`src/rtl/img_pkg.sv`:
```
// Shared types and widths for the image raster reader.
package img_pkg;

  localparam int IMG_COORD_W = 10;
  localparam int IMG_PIX_W   = 8;

  typedef enum logic [1:0] {
    IDLE  = 2'd0,
    RUN   = 2'd1,
    DRAIN = 2'd2
  } img_state_t;

  // One output beat: pixel plus its line/frame markers.
  typedef struct packed {
    logic [IMG_PIX_W-1:0] dt;
    logic                 sol;
    logic                 eol;
    logic                 sof;
    logic                 eof;
  } img_beat_t;

endpackage

```
`src/rtl/img_fifo_fwft.sv`:
```
// First-word-fall-through FIFO: the head entry is visible on dout whenever
// empty is low. A push into a full FIFO is accepted only if a pop happens
// in the same cycle.
module img_fifo_fwft #(
  parameter int DEPTH = 4,
  parameter int WIDTH = 8
) (
  input  logic                     clk,
  input  logic                     rst,
  input  logic                     push,
  input  logic [WIDTH-1:0]         din,
  input  logic                     pop,
  output logic [WIDTH-1:0]         dout,
  output logic                     full,
  output logic                     empty,
  output logic [$clog2(DEPTH):0]   count
);

  localparam int AW = $clog2(DEPTH);
  localparam int CW = AW + 1;

  logic [WIDTH-1:0] mem [DEPTH];
  logic [AW-1:0]    wr_ptr;
  logic [AW-1:0]    rd_ptr;
  logic             do_push;
  logic             do_pop;

  assign do_pop  = pop && !empty;
  assign do_push = push && (!full || do_pop);

  // Pointer and occupancy bookkeeping.
  // NOTE: sequential state uses <= so every register samples pre-edge values.
  always_ff @(posedge clk or posedge rst) begin
    if (rst) begin
      wr_ptr <= '0;
      rd_ptr <= '0;
      count  <= '0;
    end else begin
      if (do_push) wr_ptr <= wr_ptr + AW'(1);
      if (do_pop)  rd_ptr <= rd_ptr + AW'(1);
      case ({do_push, do_pop})
        2'b10:   count <= count + CW'(1);
        2'b01:   count <= count - CW'(1);
        default: count <= count;
      endcase
    end
  end

  // Entry storage.
  // NOTE: the array has no reset; occupancy alone decides which entries are live.
  always_ff @(posedge clk) begin
    if (do_push) mem[wr_ptr] <= din;
  end

  assign dout  = mem[rd_ptr];
  assign full  = (count == CW'(DEPTH));
  assign empty = (count == '0);

endmodule

```
`src/rtl/img_raster_reader.sv`:
```
// Raster-order read master for an imgbuf read port. Issues (px,py) reads
// under credit control, buffers returns in a FWFT FIFO and streams pixels
// out with line/frame markers derived from output-side counters.
module img_raster_reader
  import img_pkg::*;
#(
  parameter int IMG_W      = 256,
  parameter int IMG_H      = 256,
  parameter int FIFO_DEPTH = 4
) (
  input  logic                   clk,
  input  logic                   rst,
  input  logic                   start,
  output logic                   busy,
  output logic                   done,
  output logic                   err,
  output logic                   rd_en,
  output logic [IMG_COORD_W-1:0] rd_px,
  output logic [IMG_COORD_W-1:0] rd_py,
  input  logic [IMG_PIX_W-1:0]   rd_dt,
  input  logic                   rd_vl,
  output logic                   out_vld,
  input  logic                   out_rdy,
  output logic [IMG_PIX_W-1:0]   out_dt,
  output logic                   out_sol,
  output logic                   out_eol,
  output logic                   out_sof,
  output logic                   out_eof
);

  localparam int CW = $clog2(FIFO_DEPTH) + 1;
  localparam logic [IMG_COORD_W-1:0] X_LAST = IMG_COORD_W'(IMG_W - 1);
  localparam logic [IMG_COORD_W-1:0] Y_LAST = IMG_COORD_W'(IMG_H - 1);

  img_state_t             state;
  img_state_t             state_nx;
  logic [IMG_COORD_W-1:0] ix, iy;
  logic [IMG_COORD_W-1:0] ox, oy;
  logic [CW-1:0]          credits;
  logic                   frame_init;
  logic                   frame_end;
  logic                   issue;
  logic                   pop;
  logic                   push;
  logic                   fifo_full;
  logic                   fifo_empty;
  logic [CW-1:0]          fifo_count;
  logic [IMG_PIX_W-1:0]   fifo_dout;
  logic                   err_q;
  logic                   done_q;
  img_beat_t              beat;

  // A popped slot frees its credit in the same cycle, so reads keep flowing
  // at one per clock once the pipeline is primed.
  assign pop  = !fifo_empty && out_rdy;
  assign push = rd_vl && (state != IDLE) && (!fifo_full || pop);

  // State register.
  always_ff @(posedge clk or posedge rst) begin
    if (rst) state <= IDLE;
    else     state <= state_nx;
  end

  // Next-state and per-cycle control strobes.
  // NOTE: every output of this block gets a default first so no latch is inferred.
  always_comb begin
    state_nx   = state;
    frame_init = 1'b0;
    frame_end  = 1'b0;
    issue      = 1'b0;
    case (state)
      IDLE: begin
        if (start) begin
          state_nx   = RUN;
          frame_init = 1'b1;
        end
      end
      RUN: begin
        issue = (credits < CW'(FIFO_DEPTH)) || pop;
        if (issue && (ix == X_LAST) && (iy == Y_LAST)) state_nx = DRAIN;
      end
      DRAIN: begin
        if (pop && beat.eof) begin
          state_nx  = IDLE;
          frame_end = 1'b1;
        end
      end
      default: state_nx = IDLE;
    endcase
  end

  // Read-address generation; address outputs are zero whenever rd_en is low.
  always_ff @(posedge clk or posedge rst) begin
    if (rst) begin
      rd_en <= 1'b0;
      rd_px <= '0;
      rd_py <= '0;
      ix    <= '0;
      iy    <= '0;
    end else begin
      rd_en <= issue;
      rd_px <= issue ? ix : '0;
      rd_py <= issue ? iy : '0;
      if (frame_init) begin
        ix <= '0;
        iy <= '0;
      end else if (issue) begin
        if (ix == X_LAST) begin
          ix <= '0;
          iy <= iy + IMG_COORD_W'(1);
        end else begin
          ix <= ix + IMG_COORD_W'(1);
        end
      end
    end
  end

  // Credits: reads issued and not yet handed downstream.
  always_ff @(posedge clk or posedge rst) begin
    if (rst) begin
      credits <= '0;
    end else if (frame_init) begin
      credits <= '0;
    end else begin
      case ({issue, pop})
        2'b10:   credits <= credits + CW'(1);
        2'b01:   credits <= credits - CW'(1);
        default: credits <= credits;
      endcase
    end
  end

  // Output-side raster position, advanced on every handshake.
  always_ff @(posedge clk or posedge rst) begin
    if (rst) begin
      ox <= '0;
      oy <= '0;
    end else if (frame_init) begin
      ox <= '0;
      oy <= '0;
    end else if (pop) begin
      if (ox == X_LAST) begin
        ox <= '0;
        oy <= oy + IMG_COORD_W'(1);
      end else begin
        ox <= ox + IMG_COORD_W'(1);
      end
    end
  end

  // Sticky error for returns nobody asked for, plus the end-of-frame pulse.
  // The occupancy count (not the full flag) flags overflow so a full FIFO
  // that is popping in the same cycle still accepts the return.
  always_ff @(posedge clk or posedge rst) begin
    if (rst) begin
      err_q  <= 1'b0;
      done_q <= 1'b0;
    end else begin
      if (rd_vl && ((state == IDLE) || ((fifo_count == CW'(FIFO_DEPTH)) && !pop)))
        err_q <= 1'b1;
      done_q <= frame_end;
    end
  end

  img_fifo_fwft #(
    .DEPTH (FIFO_DEPTH),
    .WIDTH (IMG_PIX_W)
  ) u_fifo (
    .clk   (clk),
    .rst   (rst),
    .push  (push),
    .din   (rd_dt),
    .pop   (pop),
    .dout  (fifo_dout),
    .full  (fifo_full),
    .empty (fifo_empty),
    .count (fifo_count)
  );

  // Output beat; everything reads as zero while no pixel is presented.
  always_comb begin
    beat = '0;
    if (!fifo_empty) begin
      beat.dt  = fifo_dout;
      beat.sol = (ox == '0);
      beat.eol = (ox == X_LAST);
      beat.sof = (ox == '0) && (oy == '0);
      beat.eof = (ox == X_LAST) && (oy == Y_LAST);
    end
  end

  assign out_vld = !fifo_empty;
  assign out_dt  = beat.dt;
  assign out_sol = beat.sol;
  assign out_eol = beat.eol;
  assign out_sof = beat.sof;
  assign out_eof = beat.eof;
  assign busy    = (state != IDLE);
  assign done    = done_q;
  assign err     = err_q;

endmodule
```
`config.mk`:
```
export PLATFORM = sky130hd
export DESIGN_NAME = img_raster_reader
export DESIGN_NICKNAME = d
export VERILOG_FILES = /design/src/rtl/img_pkg.sv /design/src/rtl/img_fifo_fwft.sv /design/src/rtl/img_raster_reader.sv
export SDC_FILE = /design/constraint.sdc
export NUM_CORES = 1
export LEC_CHECK = 0
export BUFFER_PORTS_ARGS = -buffer_cell sky130_fd_sc_hd__buf_2
export CORE_MARGIN = 4
export CORE_UTILIZATION = 55
export DETAILED_ROUTE_END_ITERATION = 7
export PLACE_DENSITY = 0.83
export SLEW_MARGIN = 20
export SYNTH_ARGS = -nofsm -noshare
export SYNTH_HDL_FRONTEND = slang
export SYNTH_SLANG_ARGS = --single-unit
```
`constraint.sdc`:
```
create_clock -name clk -period 2.96 [get_ports clk]
set_clock_uncertainty 0.15 [all_clocks]
set_input_delay 0.592 -clock clk [delete_from_list [all_inputs] [get_ports clk]]
set_output_delay 0.592 -clock clk [all_outputs]
set_load 0.01 [all_outputs]
```
==> results by group <==
Critical path
  • Max stage delay on crit path: 450 ps
  • Crit Path Class: register to primary output
  • Element type at the critical path end: primary output
  • Top Family by Delay on Critical Path: simple AND/OR/NAND/NOR gates
  • CP required: ~2200 ps
  • Crit-path cells: ha_1, nand4bb_1, or3_1, nor3_1, buf_2
  • WP buf/inv: 1
  • Worst EP arrival: around 2100 ps
  • Max FO, Critical Path: 5
  • Slowest-stage cell, CP: or3_1
  • Worst Setup Start Kind: register

Detailed routing
  • 1st-iter DRT viols: between 150 and 200
  • Final wirelength: approximately 9300 um
  • DRC violations left: 0
  • ANT nets after route: 0
  • Wire length per cell: ~16 um
  • Vias per inst: a little under 6
  • Drt first pass iters: 5
  • Routed via count: roughly 3400

Finish
  • Layout area overhead: 11.9%
  • Fin nets: around 490
  • Most frequent cells in the layout: dfrtp_1, buf_2, edfxtp_1, nand2_1, a21oi_1
  • Post-route insts no fill: 581
  • Most common cell after layout, fill and taps aside: dfrtp_1
  • Layout cells sized above 1: 18.6%
  • Fillers: ~660
  • ANT cells: 0

Synthesis
  • Number of synthesized flops with an enable pin: 32
  • Seq/Total Area, Yosys: 58.2%
  • Syn_area_per_cell: 11.7 sq um
  • Net Count, Synth: about 440
  • Synth Cell Area: between 4000 and 5000 sq um
  • Yosys warning total: 0
  • Unique masters post-synth: 47
  • Async S/R FF share, synth: a little over two thirds
  • Most used DFF post-synth: dfrtp_1
  • Post-synthesis sequential element count: 107
  • Post-Synthesis Cells: around 420

Clock network
  • TritonCTS clock tree: built
  • Clock sink count: around 110
  • Clk buf depth: 2
  • TritonCTS Buffers: 9
  • H-Tree Depth: 3
  • Clk slew on worst S/H paths: ~110 ps
  • CTS resizes: 0
  • Worst skew pair latency: roughly 370 ps
  • Post-CTS setup buffers: 0
  • CTS Hold Buffers Added: 0
  • Clock Tree Root: clkbuf_8

Place
  • Dpl cells: approximately 570
  • # port buffers: 49
  • Pre-CTS WS: between 200 and 250 ps
  • Final GP Congestion: 0.912
  • DP Wirelength: around 6700 um

Power and ir drop
  • Comb pwr share: approximately 28%
  • Switching Fraction: between 30% and 40%
  • P_leak: between 2 and 2.5 nW
  • Pwr per Cell Area: around 750 nW/um^2
  • Power share of the clock group: around 23%
  • Cell internal pwr: ~2.7 mW
  • Peak VDD IR: 349 uV
  • Switching pwr: 1.37 mW
  • Sequential share of power: between 40% and 50%

STA
  • Post-route setup TNS: 0 ps
  • Worst slew margin: a little over half
  • Setup violators final: 0
  • Final period util: 95.4%
  • RSZ-0062 raised after global routing: false
  • Fmax achieved: approximately 350 MHz
  • Min Clock Period, post-route: about 2800 ps
  • Slew @ Worst Pin: 701 ps
  • Fin. max-slew vios: 0
  • Final worst setup slack: around 140 ps
  • Fin. Hold Viols: 0

Floorplan
  • Initial Util: 56.2%
  • Die height: between 100 and 150 um
  • Num rows: 34
  • Top Ports: 50
  • Core area: between 8000 and 9000 sq um
  • Die X: roughly 100 um
  • Die ar.: approximately 10000 sq um

GRT
  • First-pass GRT wire length: around 16000 um
  • Largest net degree at the start of global routing: 29
  • All-layer global routing usage: approximately a fifth
  • Global route overflow: 0
  • Vias in the first global route: ~3400
  • Initial antenna violation count: 0

Flow run
  • Max Cap Viol: 0

Min path
  • Hold Crit Class: input port to async pin

Outcome
  • Status: finished, final reports clean
==> metrics by stage <==
step                instance area (sq um)  hold slack [ps]  power [mW]  utilization (%)
floorplan                            4870              328        2.80                -
global placement                     5240              303        3.11             60.4
detailed placement                   5240              300        3.19             60.4
CTS                                  5450              116        4.12             62.8
global route                         5450              150        4.35             62.8
finish                               5450              108        4.08             62.8
==> power groups by stage <==
stage / Combinational (mW) / Sequential, mW / Clock [mW]
after floorplan: 0.860 / 1.94 / 0
after global placement: 1.09 / 2.02 / 0
after detailed placement: 1.15 / 2.04 / 0
after CTS: 1.16 / 2.01 / 0.948
after global routing: 1.29 / 2.06 / 1.00
final: 1.14 / 2.01 / 0.929
==> routing by layer <==
| layer | up-vias | global-route usage, % | routed length (um) | part of all wire, % |
|---|---|---|---|---|
| met5 | - | 0 | 0 | 0 |
| met4 | 0 | 7.06 | 160 | 1.7 |
| met3 | 17 | 3.62 | 420 | 4.5 |
| met2 | 78 | 33.9 | 4850 | 52 |
| met1 | 1656 | 24.1 | 3920 | 42 |
| li1 | 1616 | - | - | - |
==> cells in the mapped netlist (2+ instances only) <==
cell | instances | area share (%)
a21oi_1 | 27 | 2.8
and2_1 | 20 | 2.6
and3_1 | 6 | 0.77
and4_1 | 2 | 0.36
buf_2 | 5 | 0.51
clkbuf_1 | 12 | 0.92
dfrtp_1 | 75 | 39
edfxtp_1 | 32 | 20
fa_1 | 2 | 0.82
ha_1 | 11 | 2.8
inv_1 | 20 | 1.5
mux2i_1 | 9 | 1.8
mux4_2 | 8 | 3.7
nand2_1 | 30 | 2.3
nand2b_1 | 3 | 0.39
nand3_1 | 17 | 1.7
nand4_1 | 8 | 1.0
nand4bb_1 | 2 | 0.46
nor2_1 | 22 | 1.7
nor2b_1 | 10 | 1.3
nor3_1 | 8 | 0.82
nor4_1 | 8 | 1.0
nor4b_1 | 2 | 0.36
o21ai_0 | 14 | 1.4
o31ai_1 | 12 | 1.8
or3_1 | 7 | 0.90
or4_1 | 14 | 2.2
xnor2_1 | 9 | 1.6
xor2_1 | 5 | 0.90
==> kinds of logic after synthesis <==
| group | share of synthesized area [%] |
|---|---|
| AOI/OAI and AO/OA | 7.19 |
| xor gates and xnor gates | 2.52 |
| adders and majority gates | 3.65 |
| buffers and inverters | 3.13 |
| DFF | 58.2 |
| muxes | 5.78 |
| and+or+nand+nor | 19.5 |
==> cell type report <==
type                            instances  area (sq um)  area share, %
Clock buffer                           11           174           3.19
Clock inverter                          5          40.0          0.734
Tap cell                              108           135           2.48
Timing Repair Buffer                   57           305           5.60
Sequential cell                       107          2840           52.0
Multi-Input combinational cell        272          1880           34.5
Inverter                               21          78.8           1.45
==> state kept, by name (all words and copies together), names as in the netlist <==
register	cells
u_fifo.count	3
err	1
iy	10
rd_px	10
state	2
u_fifo.mem	32
ox	10
u_fifo.rd_ptr	2
u_fifo.wr_ptr	2
rd_py	10
oy	10
done	1
credits	3
rd_en	1
ix	10
==> final timing paths <==
path,start,endpoint,slack [ps],cells after the start
setup / recovery,ox[1],out_eof,140,5
hold / removal,rst,rd_py[2],110,2
setup reg to reg,u_fifo.count[0],ix[5],410,8
hold reg to reg,err,err,330,1
max in group asynchronous,rst,u_fifo.wr_ptr[1],1800,3
min in group clk,rd_dt[7],u_fifo.mem[2][7],280,1
(Power assumes the default switching activity.)
